--- config.mk ---
export PLATFORM = sky130hd
export DESIGN_NAME = frame_sequencer
export DESIGN_NICKNAME = d
export VERILOG_FILES = /design/src/rtl/game_pkg.sv /design/src/rtl/vga_port_mux.sv /design/src/rtl/frame_sequencer.sv
export SDC_FILE = /design/constraint.sdc
export NUM_CORES = 1
export LEC_CHECK = 0
export ABC_CLOCK_PERIOD_IN_PS = 3700
export CAP_MARGIN = 10
export CELL_PAD_IN_SITES_DETAIL_PLACEMENT = 1
export CELL_PAD_IN_SITES_GLOBAL_PLACEMENT = 1
export CORE_MARGIN = 2
export CORE_UTILIZATION = 27
export CTS_BUF_LIST = sky130_fd_sc_hd__clkbuf_4 sky130_fd_sc_hd__clkbuf_8
export DETAILED_ROUTE_END_ITERATION = 16
export GPL_TIMING_DRIVEN = 0
export PLACE_DENSITY_LB_ADDON = 0.1
export SYNTH_ARGS = -nofsm -noshare
export SYNTH_HDL_FRONTEND = slang
export SYNTH_SLANG_ARGS = --single-unit
--- constraint.sdc ---
create_clock -name clock -period 3.7 [get_ports clock]
set_input_delay 1.11 -clock clock [delete_from_list [all_inputs] [get_ports clock]]
set_output_delay 1.11 -clock clock [all_outputs]
set_load 0.01 [all_outputs]
--- src/rtl/game_pkg.sv ---
// game_pkg: shared FSM state encoding, phase strobe constants and VGA pixel widths.
package game_pkg;

    localparam int X_W = 9;
    localparam int Y_W = 8;
    localparam int C_W = 6;

    typedef enum logic [2:0] {
        S_INIT,
        S_IDLE,
        S_REG,
        S_APPLY,
        S_SETTLE,
        S_DRAW_MAP,
        S_DRAW_LINK,
        S_DRAW_ENEMY
    } state_t;

    // Bit order: {init, idle, reg_action, apply_action, draw_map, draw_link, draw_enemy}
    localparam logic [6:0] PH_INIT   = 7'b1000000;
    localparam logic [6:0] PH_IDLE   = 7'b0100000;
    localparam logic [6:0] PH_REG    = 7'b0010000;
    localparam logic [6:0] PH_APPLY  = 7'b0001000;
    localparam logic [6:0] PH_MAP    = 7'b0000100;
    localparam logic [6:0] PH_LINK   = 7'b0000010;
    localparam logic [6:0] PH_ENEMY  = 7'b0000001;
    localparam logic [6:0] PH_NONE   = 7'b0000000;

    function automatic logic [6:0] phase_of(input state_t s);
        case (s)
            S_INIT:       return PH_INIT;
            S_IDLE:       return PH_IDLE;
            S_REG:        return PH_REG;
            S_APPLY:      return PH_APPLY;
            S_DRAW_MAP:   return PH_MAP;
            S_DRAW_LINK:  return PH_LINK;
            S_DRAW_ENEMY: return PH_ENEMY;
            default:      return PH_NONE;
        endcase
    endfunction

endpackage

--- src/rtl/vga_port_mux.sv ---
// vga_port_mux: routes the active draw source's pixel port to the VGA port; idle-zero otherwise.
module vga_port_mux
    import game_pkg::*;
(
    input  state_t         state,
    input  logic [X_W-1:0] map_x,
    input  logic [Y_W-1:0] map_y,
    input  logic [C_W-1:0] map_c,
    input  logic           map_we,
    input  logic [X_W-1:0] link_x,
    input  logic [Y_W-1:0] link_y,
    input  logic [C_W-1:0] link_c,
    input  logic           link_we,
    input  logic [X_W-1:0] enemy_x,
    input  logic [Y_W-1:0] enemy_y,
    input  logic [C_W-1:0] enemy_c,
    input  logic           enemy_we,
    output logic [X_W-1:0] vga_x,
    output logic [Y_W-1:0] vga_y,
    output logic [C_W-1:0] vga_colour,
    output logic           vga_write
);

    always_comb
        {vga_x, vga_y, vga_colour, vga_write} =
            state == S_DRAW_MAP   ? {map_x, map_y, map_c, map_we} :
            state == S_DRAW_LINK  ? {link_x, link_y, link_c, link_we} :
            state == S_DRAW_ENEMY ? {enemy_x, enemy_y, enemy_c, enemy_we} : '0;

endmodule

--- src/rtl/frame_sequencer.sv ---
// frame_sequencer: per-frame phase/draw FSM with draw timeout and tick-overrun tracking; DRAW_ENEMY stage exists only when ENEMY_SEQ_EN is defined.
module frame_sequencer
    import game_pkg::*;
#(
    parameter logic [15:0] TIMEOUT_CYCLES = 16'd40000
)
(
    input  logic           clock,
    input  logic           reset,
    input  logic           start,
    input  logic           frame_tick,
    input  logic           map_done,
    input  logic           link_done,
    input  logic           enemy_done,
    input  logic [X_W-1:0] map_x,
    input  logic [Y_W-1:0] map_y,
    input  logic [C_W-1:0] map_c,
    input  logic           map_we,
    input  logic [X_W-1:0] link_x,
    input  logic [Y_W-1:0] link_y,
    input  logic [C_W-1:0] link_c,
    input  logic           link_we,
    input  logic [X_W-1:0] enemy_x,
    input  logic [Y_W-1:0] enemy_y,
    input  logic [C_W-1:0] enemy_c,
    input  logic           enemy_we,
    output logic           init,
    output logic           idle,
    output logic           reg_action,
    output logic           apply_action,
    output logic           draw_map,
    output logic           draw_link,
    output logic           draw_enemy,
    output logic [X_W-1:0] vga_x,
    output logic [Y_W-1:0] vga_y,
    output logic [C_W-1:0] vga_colour,
    output logic           vga_write,
    output logic [7:0]     overrun_count,
    output logic           timeout_err
);

    state_t         state, next_state;
    logic [15:0]    timer;
    logic           pending;
    logic           expired;
    logic           timed_out;
    logic [X_W-1:0] e_x;
    logic [Y_W-1:0] e_y;
    logic [C_W-1:0] e_c;
    logic           e_we;

    assign expired = timer == TIMEOUT_CYCLES - 16'd1;

    always_comb begin
        next_state = state;
        timed_out  = 1'b0;
        {init, idle, reg_action, apply_action, draw_map, draw_link, draw_enemy} = phase_of(state);
        case (state)
            S_INIT:      next_state = start ? S_IDLE : S_INIT;
            S_IDLE:      next_state = (frame_tick || pending) ? S_REG : S_IDLE;
            S_REG:       next_state = S_APPLY;
            S_APPLY:     next_state = S_SETTLE;
            S_SETTLE:    next_state = S_DRAW_MAP;
            S_DRAW_MAP: begin
                next_state = map_done ? S_DRAW_LINK : expired ? S_IDLE : S_DRAW_MAP;
                timed_out  = expired && !map_done;
            end
`ifdef ENEMY_SEQ_EN
            S_DRAW_LINK: begin
                next_state = link_done ? S_DRAW_ENEMY : expired ? S_IDLE : S_DRAW_LINK;
                timed_out  = expired && !link_done;
            end
            S_DRAW_ENEMY: begin
                next_state = (enemy_done || expired) ? S_IDLE : S_DRAW_ENEMY;
                timed_out  = expired && !enemy_done;
            end
`else
            S_DRAW_LINK: begin
                next_state = (link_done || expired) ? S_IDLE : S_DRAW_LINK;
                timed_out  = expired && !link_done;
            end
`endif
            default:     next_state = S_IDLE;
        endcase
`ifndef ENEMY_SEQ_EN
        draw_enemy = 1'b0;
`endif
    end

    // Timer restarts on every state change, so each draw state starts counting from zero.
    always_ff @(posedge clock) begin
        if (reset) begin
            state         <= S_INIT;
            timer         <= '0;
            pending       <= 1'b0;
            overrun_count <= '0;
            timeout_err   <= 1'b0;
        end else begin
            state <= next_state;
            timer <= (next_state != state) ? 16'd0 : timer + 16'd1;
            if (timed_out)
                timeout_err <= 1'b1;
            if (state == S_IDLE)
                pending <= 1'b0;
            else if (frame_tick) begin
                pending <= 1'b1;
                if (pending && overrun_count != 8'd255)
                    overrun_count <= overrun_count + 8'd1;
            end
        end
    end

`ifdef ENEMY_SEQ_EN
    assign {e_x, e_y, e_c, e_we} = {enemy_x, enemy_y, enemy_c, enemy_we};
`else
    logic unused_enemy;
    assign unused_enemy = &{1'b0, enemy_done, enemy_x, enemy_y, enemy_c, enemy_we};
    assign {e_x, e_y, e_c, e_we} = '0;
`endif

    vga_port_mux u_mux (
        .state      (state),
        .map_x      (map_x),
        .map_y      (map_y),
        .map_c      (map_c),
        .map_we     (map_we),
        .link_x     (link_x),
        .link_y     (link_y),
        .link_c     (link_c),
        .link_we    (link_we),
        .enemy_x    (e_x),
        .enemy_y    (e_y),
        .enemy_c    (e_c),
        .enemy_we   (e_we),
        .vga_x      (vga_x),
        .vga_y      (vga_y),
        .vga_colour (vga_colour),
        .vga_write  (vga_write)
    );

endmodule

==> impl_metrics.env <==
export IMPL_outcome="completed"
export IMPL_cp_depth=5
export IMPL_cts_tree="built"
export IMPL_p_leak_nw=0.957
export IMPL_clkSlewWorstSetupHoldPaths_ns=0.06
export IMPL_areaGrowthSynthToFinish_pct=61.6
export IMPL_seqPwrFrac_pct=39.6
export IMPL_dr_wl_met3_um=153
export IMPL_htreeDepth=2
export IMPL_ys_top_cells_by_count="dfxtp_1, a22o_1, a211oi_1"
export IMPL_maxSlewHeadroom_pct=59.0
export IMPL_r2r_cells=6
export IMPL_antenna_cells=0
export IMPL_routed_wl_um=6180
export IMPL_top_layer_used="met4"
export IMPL_fin_crit_sh_pct=93.5
export IMPL_hp_class="register to register"
export IMPL_die_h_um=85.7
export IMPL_cp_slowest_cell="clkdlybuf4s50_1"
export IMPL_nFillCells=752
export IMPL_rows=29
export IMPL_final_cell_count_no_fill=388
export IMPL_grt_pass1_wl_um=10100
export IMPL_syn_num_nets=295
export IMPL_pwr_share_clk_pct=35.4
export IMPL_p_per_area_nw_per_um2=290
export IMPL_wl_met1_um=2730
export IMPL_hold_path_depth=1
export IMPL_synth_area_per_cell_um2=8.41
export IMPL_cts_sinks=29
export IMPL_cp_required_ns=2.59
export IMPL_route_detailed_drc=0
export IMPL_skew_ns=0.00436
export IMPL_cts_setup_buffers=0
export IMPL_viasPerCell=5.13
export IMPL_antenna_found_initial=0
export IMPL_p_sw_uw=239
export IMPL_vias=1990
export IMPL_maxSlewViolCount=0
export IMPL_critical_path_class="register to output pin"
export IMPL_cts_made_buffers=5
export IMPL_worst_slew_pin_slew_ns=0.615
export IMPL_synth_edff_count=0
export IMPL_cp_cell_sequence="clkbuf_1, and3b_1, clkbuf_2, a22o_1, clkdlybuf4s50_1"
export IMPL_ctsHoldBuffers=0
export IMPL_yosysMostFrequentCell="dfxtp_1"
export IMPL_ant_nets=0
export IMPL_synth_yosys_seq_area_share_pct=32.2
export IMPL_internal_power_uw=606
export IMPL_yosys_register_bits=29
export IMPL_p_total_uw=845
export IMPL_reg2reg_slack_ns=1.44
export IMPL_cpLargestDelayFamily="buffers and inverters"
export IMPL_grt_start_max_net_pins=11
export IMPL_final_layout_size_suffix_gt1_share_pct=8.68
export IMPL_start_kind="register"
export IMPL_hpwl_um=4740
export IMPL_synth_area_um2=1800
export IMPL_arrival_ns=2.35
export IMPL_final_nets=391
export IMPL_clk_latency_ns=0.29
export IMPL_syn_inst=214
export IMPL_ys_types=40
export IMPL_core_area_um2=6390
export IMPL_grt_pass1_vias=2016
export IMPL_layout_setup_ws_ns=0.242
export IMPL_crit_buf_inv=3
export IMPL_die_area_um2=7340
export IMPL_slowest_delay_ns=0.56
export IMPL_grt_setup_unrepaired="no"
export IMPL_grt_ovfl_total=0
export IMPL_async_reset_ff_share_pct=0
export IMPL_dp_cells=382
export IMPL_synth_area_leaders="dfxtp_1, a22o_1, a211oi_1, xnor2_1, a21oi_1"
export IMPL_drt_iter0_drc=52
export IMPL_setup_tns_ns=0
export IMPL_clk_path_buf_depth=2
export IMPL_netlist_top_cell_by_area="dfxtp_1"
export IMPL_wl_met2_um=3190
export IMPL_critical_path_max_fanout=10
export IMPL_p_sw_share_pct=28.3
export IMPL_yosysTopAreaCellShare_pct=32.2
export IMPL_pin_count=119
export IMPL_post_route_min_period_ns=3.46
export IMPL_track_usage_pct=16.9
export IMPL_hold_viol=0
export IMPL_initial_utilization_pct=28.2
export IMPL_wl_per_cell_um=15.9
export IMPL_yosys_warnings=0
export IMPL_place_gp_congestion=0.739
export IMPL_io_buffers=91
export IMPL_dpl_worst_slack_ns=0.0604
export IMPL_synth_flop_cell="dfxtp_1"
export IMPL_clock_fmax_mhz=289
export IMPL_cts_root_buffer="clkbuf_8"
export IMPL_end_kind="output pin"
export IMPL_die_width_um=85.7
export IMPL_vdd_drop_max_v=0.000177
export IMPL_pwr_share_comb_pct=25.0
export IMPL_firstDrtPassIters=4
export IMPL_setup_viol=0
export IMPL_cap_violations=0
-- per-stage QoR --
stage,utilization (%),hold WS (ns),instance area (um2)
after global placement,44.0,0.452,2810
after floorplan,-,0.442,1800
after global routing,45.6,0.491,2910
after detailed placement,44.0,0.469,2810
final,45.6,0.477,2910
after CTS,45.7,0.479,2920
-- layout make-up --
type	count	area (um2)	area share [%]
Multi-Input combinational cell	159	1110	38.1
Timing Repair Buffer	91	911	31.3
Sequential cell	29	581	19.9
Clock buffer	7	96.3	3.31
Tap cell	77	96.3	3.31
Buffer	15	78.8	2.71
Inverter	9	33.8	1.16
Clock inverter	1	5.00	0.172
-- state kept, by name, summed over array words and instances (netlist names) --
signal and flops:
overrun_count 8, state 3, pending 1, timeout_err 1
timer 16
-- power groups by stage --
stage / Sequential [mW] / Clock [mW] / Combinational (mW)
2_1_floorplan: 0.339 / 0 / 0.101
3_3_place_gp: 0.341 / 0 / 0.208
3_5_place_dp: 0.341 / 0 / 0.211
4_1_cts: 0.334 / 0.309 / 0.214
5_1_grt: 0.336 / 0.321 / 0.233
6_report: 0.334 / 0.299 / 0.212
-- worst register-to-register path: cells and delay by family (launching register included) --
family | cells | cell delay (ns)
AO/OA/AOI/OAI | 2 | 0.64
buffers and inverters | 3 | 1.07
flip-flops | 1 | 0.31
AND/OR/NAND/NOR | 1 | 0.10
-- cells in the final DEF, fill, tap and decap left out, drive strengths merged, types with 7 or more instances in the layout --
cell and count:
clkdlybuf4s50 91, dfxtp 29, a22o 26, clkbuf 18, a211oi 16, a21oi 14
xnor2 12, nor2 10, nand3 10, inv 9, nor4 8, nor3 7
o21ai 7
-- cell families after synthesis --
kind of cell	count (synthesis)	share of synthesized area [%]
AOI/OAI and AO/OA	69	28.5
and+or+nand+nor	71	23.4
other	1	0.208
adders and majority gates	2	1.39
muxes	2	1.25
xor gates and xnor gates	14	6.81
DFF	29	32.2
buffers and inverters	26	6.25
-- what timing repair did --
item / 4_1_cts / 5_1_grt
cloned: 0 / 0
resized for setup: 6 / 1
endpoints found under the setup margin: 20 / 19
-- layer usage --
layer | vias up | track usage [%]
met5 | - | 0
met4 | 0 | 5.19
met3 | 10 | 3.46
met2 | 24 | 28.1
met1 | 954 | 22.0
li1 | 1002 | -
-- final timing paths --
check / endpoint / start
min reg2reg: timer[0]$_SDFF_PP0_ / timer[0]$_SDFF_PP0_
max reg2reg: timer[10]$_SDFF_PP0_ / state[1]$_SDFF_PP0_
min: timer[0]$_SDFF_PP0_ / timer[0]$_SDFF_PP0_
max: vga_x[6] / state[1]$_SDFF_PP0_
Note: power is estimated with default switching activity, not from simulation.
